$ cat config.mk
export PLATFORM = sky130hd
export DESIGN_NAME = fifo_wr_arbiter_flat
export DESIGN_NICKNAME = d
export VERILOG_FILES = /design/src/rtl/fifo_wr_arbiter_if.sv /design/src/rtl/fifo_wr_arbiter.sv /design/src/flat_wrapper.sv
export SDC_FILE = /design/constraint.sdc
export NUM_CORES = 1
export LEC_CHECK = 0
export BUFFER_PORTS_ARGS = -buffer_cell sky130_fd_sc_hd__buf_2
export CORE_UTILIZATION = 30
export DETAILED_ROUTE_END_ITERATION = 16
export GPL_TIMING_DRIVEN = 0
export RECOVER_POWER = 25
export SLEW_MARGIN = 10
export SYNTH_ARGS = -nofsm -noshare
export SYNTH_HDL_FRONTEND = slang
export SYNTH_SLANG_ARGS = --single-unit
$ cat constraint.sdc
create_clock -name clk -period 2.15 [get_ports clk]
set_input_delay 0.43 -clock clk [delete_from_list [all_inputs] [get_ports clk]]
set_output_delay 0.43 -clock clk [all_outputs]
set_load 0.03 [all_outputs]
$ cat src/rtl/fifo_wr_arbiter_if.sv
// Requester streams plus the FIFO write side shared by fifo_wr_arbiter.
// The arbiter uses the master modport; sources, FIFO and bench use slave.
interface fifo_wr_arbiter_if #(
  parameter int unsigned NUM_REQ = 4,
  parameter int unsigned DATA_W  = 8
);
  localparam int unsigned IDX_W = $clog2(NUM_REQ);

  logic [NUM_REQ-1:0]        req_valid;
  logic [NUM_REQ*DATA_W-1:0] req_data;
  logic [NUM_REQ-1:0]        req_last;
  logic [NUM_REQ-1:0]        req_ready;
  logic                      fifo_write_en;
  logic [DATA_W-1:0]         fifo_data_in;
  logic                      fifo_full;
  logic [IDX_W-1:0]          grant_id;
  logic                      busy;

  modport master (
    input  req_valid, req_data, req_last, fifo_full,
    output req_ready, fifo_write_en, fifo_data_in, grant_id, busy
  );

  modport slave (
    output req_valid, req_data, req_last, fifo_full,
    input  req_ready, fifo_write_en, fifo_data_in, grant_id, busy
  );
endinterface

$ cat src/rtl/fifo_wr_arbiter.sv
// Round-robin arbiter sharing one FIFO write port among NUM_REQ streams.
// Define FIFO_WR_ARB_STATS_EN to add the stat_beats/stat_stall counters.
module fifo_wr_arbiter #(
  parameter int unsigned NUM_REQ   = 4,
  parameter int unsigned DATA_W    = 8,
  parameter int unsigned MAX_BURST = 4
) (
  input  logic                  clk,
  input  logic                  rst,
  fifo_wr_arbiter_if.master     bus
`ifdef FIFO_WR_ARB_STATS_EN
  ,
  output logic [NUM_REQ*16-1:0] stat_beats,
  output logic [15:0]           stat_stall
`endif
);

  localparam int unsigned IDX_W = $clog2(NUM_REQ);
  localparam int unsigned CW    = IDX_W + 1;
  localparam int unsigned CNT_W = $clog2(MAX_BURST + 1);

  typedef enum logic {IDLE, OWN} state_t;

  state_t             state;
  logic [IDX_W-1:0]   owner;
  logic [IDX_W-1:0]   rr_ptr;
  logic [CNT_W-1:0]   beat_cnt;

  logic               is_own;
  logic               own_valid;
  logic               own_last;
  logic [DATA_W-1:0]  own_data;
  logic               xfer;
  logic               last_beat;
  logic               rel;
  logic [IDX_W-1:0]   ptr_next;
  logic [IDX_W-1:0]   pick;
  logic               pick_vld;
  logic [CW-1:0]      cand;

  logic [NUM_REQ-1:0] ready_o;
  logic               we_o;
  logic [DATA_W-1:0]  data_o;
  logic [IDX_W-1:0]   gid_o;
  logic               busy_o;

  // Current owner's stream signals
  always_comb begin
    own_valid = 1'b0;
    own_last  = 1'b0;
    own_data  = '0;
    for (int unsigned i = 0; i < NUM_REQ; i++) begin
      if (owner == IDX_W'(i)) begin
        own_valid = bus.req_valid[i];
        own_last  = bus.req_last[i];
        own_data  = bus.req_data[i*DATA_W +: DATA_W];
      end
    end
  end

  assign is_own    = (state == OWN);
  assign xfer      = is_own && own_valid && !bus.fifo_full;
  assign last_beat = (beat_cnt == CNT_W'(MAX_BURST - 1));
  // A stall keeps ownership; only a finishing transfer or an abandon releases
  assign rel       = is_own && ((xfer && (own_last || last_beat)) || !own_valid);
  assign ptr_next  = (owner == IDX_W'(NUM_REQ - 1)) ? '0 : owner + IDX_W'(1);

  // First valid requester at or after rr_ptr, wrapping
  always_comb begin
    pick     = '0;
    pick_vld = 1'b0;
    cand     = '0;
    for (int unsigned k = 0; k < NUM_REQ; k++) begin
      cand = {1'b0, rr_ptr} + CW'(k);
      if (cand >= CW'(NUM_REQ)) cand = cand - CW'(NUM_REQ);
      if (!pick_vld && bus.req_valid[cand[IDX_W-1:0]]) begin
        pick     = cand[IDX_W-1:0];
        pick_vld = 1'b1;
      end
    end
  end

  always_ff @(posedge clk or posedge rst) begin
    if (rst) begin
      state    <= IDLE;
      owner    <= '0;
      rr_ptr   <= '0;
      beat_cnt <= '0;
    end else begin
      case (state)
        IDLE: begin
          if (pick_vld) begin
            owner    <= pick;
            beat_cnt <= '0;
            state    <= OWN;
          end
        end
        OWN: begin
          if (xfer) beat_cnt <= beat_cnt + CNT_W'(1);
          if (rel) begin
            state  <= IDLE;
            rr_ptr <= ptr_next;
          end
        end
        default: state <= IDLE;
      endcase
    end
  end

  // Port outputs follow the state register directly, so reset clears them at once
  always_comb begin
    ready_o = '0;
    we_o    = 1'b0;
    data_o  = '0;
    gid_o   = '0;
    busy_o  = 1'b0;
    if (is_own) begin
      busy_o = 1'b1;
      gid_o  = owner;
      we_o   = xfer;
      data_o = own_data;
      for (int unsigned i = 0; i < NUM_REQ; i++) begin
        if (owner == IDX_W'(i)) ready_o[i] = !bus.fifo_full;
      end
    end
  end

  assign bus.req_ready     = ready_o;
  assign bus.fifo_write_en = we_o;
  assign bus.fifo_data_in  = data_o;
  assign bus.grant_id      = gid_o;
  assign bus.busy          = busy_o;

`ifdef FIFO_WR_ARB_STATS_EN
  // Saturating per-requester beat counters and a stall counter
  always_ff @(posedge clk or posedge rst) begin
    if (rst) begin
      stat_beats <= '0;
      stat_stall <= '0;
    end else begin
      for (int unsigned i = 0; i < NUM_REQ; i++) begin
        if (xfer && (owner == IDX_W'(i)) && (stat_beats[i*16 +: 16] != 16'hFFFF))
          stat_beats[i*16 +: 16] <= stat_beats[i*16 +: 16] + 16'd1;
      end
      if (is_own && bus.fifo_full && own_valid && (stat_stall != 16'hFFFF))
        stat_stall <= stat_stall + 16'd1;
    end
  end
`endif

endmodule

$ cat src/flat_wrapper.sv
// flat-port wrapper written by rule: the top's interface ports become plain ports
module fifo_wr_arbiter_flat 
#(
  parameter int unsigned NUM_REQ   = 4,
  parameter int unsigned DATA_W    = 8,
  parameter int unsigned MAX_BURST = 4
)
  (clk, rst, bus_req_valid, bus_req_data, bus_req_last, bus_fifo_full, bus_req_ready, bus_fifo_write_en, bus_fifo_data_in, bus_grant_id, bus_busy);
  fifo_wr_arbiter_if #(.NUM_REQ(NUM_REQ), .DATA_W(DATA_W)) bus_i ();
  input  logic clk;
  input  logic rst;
  input wire logic [$bits(bus_i.req_valid)-1:0] bus_req_valid;
  input wire logic [$bits(bus_i.req_data)-1:0] bus_req_data;
  input wire logic [$bits(bus_i.req_last)-1:0] bus_req_last;
  input wire logic [$bits(bus_i.fifo_full)-1:0] bus_fifo_full;
  output wire logic [$bits(bus_i.req_ready)-1:0] bus_req_ready;
  output wire logic [$bits(bus_i.fifo_write_en)-1:0] bus_fifo_write_en;
  output wire logic [$bits(bus_i.fifo_data_in)-1:0] bus_fifo_data_in;
  output wire logic [$bits(bus_i.grant_id)-1:0] bus_grant_id;
  output wire logic [$bits(bus_i.busy)-1:0] bus_busy;
  assign bus_i.req_valid = bus_req_valid;
  assign bus_i.req_data = bus_req_data;
  assign bus_i.req_last = bus_req_last;
  assign bus_i.fifo_full = bus_fifo_full;
  assign bus_req_ready = bus_i.req_ready;
  assign bus_fifo_write_en = bus_i.fifo_write_en;
  assign bus_fifo_data_in = bus_i.fifo_data_in;
  assign bus_grant_id = bus_i.grant_id;
  assign bus_busy = bus_i.busy;
  fifo_wr_arbiter #(.NUM_REQ(NUM_REQ), .DATA_W(DATA_W), .MAX_BURST(MAX_BURST)) u_core (.clk(clk), .rst(rst), .bus(bus_i));
endmodule
==> results of run 1 <==
[power by group]
group	total, mW	switching (mW)	internal, mW
Sequential	0.297	0.0834	0.213
Combinational	2.04	1.09	0.944
Clock	0.115	0.0512	0.0639
Total	2.45	1.23	1.22
[logic make-up after synthesis]
kind of cell	after synthesis	synth area share, %
buffers and inverters	24	10.6
and+or+nand+nor	30	16.7
AOI/OAI and AO/OA	54	43.3
DFF	8	21.4
adders and majority gates	6	8.02
[critical path: stages (launching register included)]
cell,delay [ns]
dfrtp_2,0.46
inv_4,0.11
ha_4,0.15
nor2b_4,0.14
buf_6,0.15
a221oi_2,0.06
a211o_1,0.24
a21oi_2,0.17
buf_6,0.16
[final timing paths]
path / start / slack [ns] / to
min in group clk: u_core.beat_cnt[0]$_DFFE_PP0P_ / 0.48 / u_core.beat_cnt[0]$_DFFE_PP0P_
setup reg to reg: u_core.owner[1]$_DFFE_PP0P_ / 0.31 / u_core.rr_ptr[1]$_DFFE_PP0P_
max in group asynchronous: rst / 1.77 / u_core.owner[0]$_DFFE_PP0P_
setup / recovery: u_core.owner[0]$_DFFE_PP0P_ / -0.19 / bus_fifo_data_in[7]
hold reg to reg: u_core.beat_cnt[0]$_DFFE_PP0P_ / 0.48 / u_core.beat_cnt[0]$_DFFE_PP0P_
hold / removal: rst / 0.11 / u_core.beat_cnt[0]$_DFFE_PP0P_
[state kept, by name, summed over array words and instances, names as in the netlist]
| register | count |
|---|---|
| u_core.beat_cnt | 3 |
| u_core.owner | 2 |
| u_core.rr_ptr | 2 |
| u_core.is_own | 1 |
[layer usage]
metal | global-route usage (%) | share of wire [%]
met2 | 33.7 | 50
met5 | 0 | 0
met1 | 23.8 | 45
met3 | 3.79 | 4.4
met4 | 5.10 | 1.1
[area by class of cell]
cell class / count / area [sq um] / area share, %
Tap cell: 31 / 38.8 / 2.47
Multi-Input combinational cell: 90 / 746 / 47.5
Clock buffer: 3 / 22.5 / 1.44
Inverter: 17 / 66.3 / 4.23
Buffer: 7 / 65.1 / 4.15
Sequential cell: 8 / 201 / 12.8
Timing Repair Buffer: 69 / 429 / 27.4
[cell usage in the layout, fill, tap and decap left out, drive strengths merged]
cell	netlist	routed
nand3b	2	2
nor2	5	5
nor3	1	1
o41ai	1	1
o21ai	8	8
and2	4	4
o211ai	3	3
o311ai	1	1
clkbuf	2	5
inv	17	17
nor2b	4	4
o31ai	3	3
o22ai	2	2
a21boi	1	1
a21oi	11	11
a21o	1	1
a221oi	8	8
dfrtp	8	8
o21a	2	2
a211oi	1	1
buf	5	74
o221ai	1	1
or2	1	1
ha	6	6
nor3b	2	2
a2111oi	1	1
nand2b	1	1
a211o	10	10
nand2	10	10
[per-stage QoR]
stage | std cells | cell area, sq um | total power, mW | hold slack (ns) | util [%]
after detailed placement | 211 | 1290 | 1.83 | 0.392 | 45.4
after CTS | 222 | 1520 | 2.33 | 0.113 | 53.2
after floorplan | 122 | 966 | 1.45 | 0.246 | -
after global routing | 225 | 1570 | 2.60 | 0.139 | 55.0
after global placement | 211 | 1290 | 1.79 | 0.383 | 45.4
final | 225 | 1570 | 2.45 | 0.107 | 55.0
[what timing repair did]
item                                    4_1_cts  5_1_grt
endpoints found under the setup margin       12       10
gates resized for setup                      43        5
pin swaps                                    20        1
hold endpoints to repair                      0        0
setup buffers                                 8        3
==> results.py, run 1 <==
metrics = {
    "floorplan": {
        "dieArea_sq_mm": 0.00335,
        "dieHeight_um": 57.9,
        "ioPinCount": 59,
        "start_util_pct": 32.8,
        "rows": 19,
        "core_sq_mm": 0.00285,
        "fp.dieW_um": 57.9,
    },
    "worst_setup_path": {
        "arrival_ns": 1.91,
        "r2r_cells": 7,
        "crit_path_end_kind": "output pin",
        "crit_fanout": 8,
        "critPathLaunchType": "register",
        "worst_ep_required_time_ns": 1.72,
        "worst-setup-path-type": "reg -> out",
    },
    "cts": {
        "cts_hold_buf": 0,
        "cts_buffer_depth": 2,
        "clock-root-buffer": "clkbuf_4",
        "clock_latency_ns": 0.26,
        "path_clk_slew_ns": 0.06,
        "cts_tree": "built",
        "cts_made_buffers": 3,
        "cts.sinks": 8,
        "htree_levels": 1,
    },
    "logic_synthesis": {
        "ys_seq_elements": 8,
        "syn_nets": 171,
        "synth_top_area_cell": "dfrtp_1",
        "synth_edf_count": 0,
        "yosys.area.top_type_share_pct": 21.4,
        "ys_warn_count": 0,
        "yosysSeqAreaShare_pct": 21.4,
        "yosysMostFrequentCell": "inv_1",
        "avgSynthCellArea_sq_um": 7.67,
        "yosys-top-cells-count": "17 x inv_1, 11 x a21oi_1, 10 x nand2_1, 9 x a211o_1",
        "ys_types": 32,
        "synthCells": 122,
        "synth_area_leaders": "dfrtp_1 21%, a211o_1 8.4%, ha_1 8.0%, a221oi_1 7.5%, inv_1 6.8%",
        "synthFlopType": "dfrtp_1",
        "synth_area_sq_um": 936,
        "ys_async_sr_fraction_pct": 100,
    },
    "route": {
        "wire_per_inst_um": 14.8,
        "via_count": 1209,
        "drc": 2,
        "routed_wl_um": 3340,
        "drtIter0Drc": 28,
        "antenna_left": 0,
        "dr.pass1.iters": 10,
        "via_per_inst": 5.37,
    },
    "placement": {
        "place_ws_ns": -0.176,
        "place_hpwl_um": 2400,
        "io_buffers": 58,
        "place_congestion": 0.756,
    },
    "timing": {
        "worst_slew_pin_slew_ns": 0.759,
        "worst_slack_ns": -0.188,
        "drv_slew": 0,
        "timing.setup.tns_ns": -1.43,
        "fmax_mhz": 428,
        "setup_violations": 10,
        "rsz0062_at_grt": "true",
        "max_slew_margin_pct": 48.9,
        "finClkSkew_ns": 0.0115,
        "final_hold_viol_count": 0,
        "finalCritPeriodShare_pct": 109,
        "min_period_ns": 2.34,
    },
    "power": {
        "leakage_nw": 0.784,
        "power.density_mw_per_mm2": 1560,
        "ir_drop_mv": 0.547,
    },
    "global_route": {
        "antenna_found_initial": 0,
        "grt_max_degree": 11,
        "first_global_vias": 1150,
        "grt-ovfl-total": 0,
        "track_usage_pct": 19.2,
        "grt_pass1_wl_um": 5000,
    },
    "layout": {
        "nets": 245,
        "antenna_cells": 0,
        "nFillCells": 279,
        "area_growth_pct": 67.6,
        "drive_above_1_share_pct": 54.1,
    },
    "run_status": {
        "status": "finished with violations",
        "violations": "design-rule violations, negative setup slack",
    },
    "flow_run": {
        "maxCapViolations": 0,
    },
    "hold_path": {
        "hp-class": "in -> async",
    },
}
Power figures use the tool's default switching activity.
==> run 2, diff against run 1 <==
Settings changed: BUFFER_PORTS_ARGS -buffer_cell sky130_fd_sc_hd__buf_2 to default, DONT_BUFFER_PORTS from default to 1.
==> run 2 against run 1 <==
The run still ends with design-rule violations, negative setup slack left. Worst hold slack lost 0.11 ns. Largest cell class unchanged. Global-route usage shrank 2.1 points. Power fell by 9.0%.
==> results.py, run 2 (same netlist as run 1, synthesis figures left out) <==
metrics = {
    "placement": {
        "place_ws_ns": -0.147,
        "place_hpwl_um": 2110,
        "io_buffers": 0,
        "placed_area_sq_mm": 0.00100,
        "dp_cells": 153,
        "place_congestion": 0.705,
    },
    "timing": {
        "worst_slew_pin_slew_ns": 0.737,
        "timing.setup.tns_ns": -1.17,
        "final_hold_viol_count": 0,
        "finalCritPeriodShare_pct": 108,
        "min_period_ns": 2.32,
        "max_slew_margin_pct": 50.3,
        "worst_slack_ns": -0.165,
        "setup_violations": 9,
        "whs_ns": 0.000127,
        "finClkSkew_ns": 0.00620,
        "drv_slew": 0,
        "rsz0062_at_grt": "true",
        "fmax_mhz": 432,
    },
    "layout": {
        "nets": 184,
        "antenna_cells": 0,
        "layout_commonest_cell": "inv_1",
        "stdcell_count": 164,
        "top_regs": "u_core.beat_cnt (3), u_core.owner (2), u_core.rr_ptr (2)",
        "fin_area_sq_mm": 0.00125,
        "largest-register": "u_core.beat_cnt",
        "final_util_pct": 43.9,
        "largest_reg_flops": 3,
        "mostFrequentLayoutCells": "14 x inv_1, 10 x nand2_1, 9 x a211o_1",
        "nFillCells": 299,
        "area_growth_pct": 34.0,
        "drive_above_1_share_pct": 33.1,
    },
    "floorplan": {
        "start_util_pct": 32.8,
        "dieArea_sq_mm": 0.00335,
        "rows": 19,
        "dieHeight_um": 57.9,
        "core_sq_mm": 0.00285,
        "fp.dieW_um": 57.9,
        "ioPinCount": 59,
    },
    "global_route": {
        "grt_use_met3_pct": 6.70,
        "grt_max_degree": 11,
        "grt-ovfl-total": 0,
        "first_global_vias": 973,
        "use_met1_pct": 21.1,
        "busiest_layer": "met2",
        "antenna_found_initial": 0,
        "track_usage_pct": 17.1,
        "use_met2_pct": 28.4,
        "grt_pass1_wl_um": 4520,
    },
    "worst_setup_path": {
        "crit_fanout": 6,
        "r2r_end": "u_core.rr_ptr[1]$_DFFE_PP0P_",
        "r2r_slack_ns": 0.22,
        "crit_path_end_kind": "output pin",
        "critPathLaunchType": "register",
        "arrival_ns": 1.89,
        "r2r_start": "u_core.owner[1]$_DFFE_PP0P_",
        "cp_num_buf_inv": 2,
        "cp_cell_sequence": "buf_4 > ha_2 > nor2b_1 > a211o_4 > or2_4 > clkinvlp_4",
        "critical_path.top_delay_family": "simple AND/OR/NAND/NOR gates",
        "cp.depth": 6,
        "slowest_stage": "dfrtp_1",
        "r2r_cells": 7,
        "max_stage_delay_ns": 0.40,
        "worst-setup-path-type": "reg -> out",
        "worst_ep_required_time_ns": 1.72,
    },
    "cts": {
        "cts_hold_buf": 0,
        "cts.sinks": 8,
        "cts_buffer_depth": 2,
        "cts_tree": "built",
        "htree_levels": 1,
        "cts_made_buffers": 3,
        "clock-root-buffer": "clkbuf_4",
        "path_clk_slew_ns": 0.05,
        "clock_latency_ns": 0.25,
    },
    "flow_run": {
        "maxCapViolations": 0,
    },
    "run_status": {
        "violations": "design-rule violations, negative setup slack",
        "status": "finished with violations",
    },
    "power": {
        "leakage_nw": 0.507,
        "ir_drop_mv": 0.614,
        "power.density_mw_per_mm2": 1780,
        "power.total_mw": 2.23,
    },
    "route": {
        "wire_per_inst_um": 17.6,
        "drtIter0Drc": 44,
        "via_count": 1015,
        "antenna_left": 0,
        "via_per_inst": 6.19,
        "routed_wl_um": 2890,
        "dr.pass1.iters": 10,
        "drc": 2,
    },
    "hold_path": {
        "hp-class": "in -> async",
    },
}
run 2: cell count changes in the layout (fill, tap and decap cells not counted), sizes merged:
| cell | previous run | this run |
|---|---|---|
| clkbuf | 5 | 6 |
| clkinvlp | 0 | 1 |
| buf | 74 | 12 |
| inv | 17 | 16 |
run 2: cell type report:
class                   instances  area, sq um  area share [%]
clock buffers                   3         22.5            1.80
repair buffers                  8         72.6            5.79
multi-input cells              90          783            62.5
well taps                      31         38.8            3.09
inverters                      17         70.1            5.59
flip-flops and latches          8          203            16.2
plain buffers                   7         63.8            5.09
run 2: layer usage:
metal | share of wire (%) | vias up
met1 | 42 | 499
met5 | 0 | -
li1 | - | 473
met3 | 7.6 | 4
met2 | 49 | 39
met4 | 0.90 | 0
run 2: power breakdown:
| group | switching (mW) | total [mW] | internal [mW] | leakage [nW] |
|---|---|---|---|---|
| logic | 1.05 | 1.80 | 0.749 | 0.393 |
| clock network | 0.0487 | 0.112 | 0.0637 | 0.0138 |
| registers | 0.101 | 0.316 | 0.215 | 0.100 |
| total | 1.20 | 2.23 | 1.03 | 0.507 |
run 2: worst max path at each step:
stage	endpoint	slack (ns)	startpoint
floorplan	bus_fifo_data_in[2]	0.07	u_core.owner[0]$_DFFE_PP0P_
global placement	bus_fifo_data_in[1]	-0.12	u_core.owner[0]$_DFFE_PP0P_
detailed placement	bus_fifo_data_in[2]	-0.15	u_core.owner[0]$_DFFE_PP0P_
CTS	bus_fifo_data_in[4]	-0.15	u_core.owner[1]$_DFFE_PP0P_
global route	bus_fifo_data_in[2]	-0.23	u_core.owner[0]$_DFFE_PP0P_
finish	bus_fifo_write_en	-0.17	u_core.owner[1]$_DFFE_PP0P_
run 2: timing repair:
item / in CTS / in global routing
setup buffers: 4 / 4
pin swaps: 18 / 6
setup endpoints to repair: 13 / 15
gates resized for setup: 32 / 7
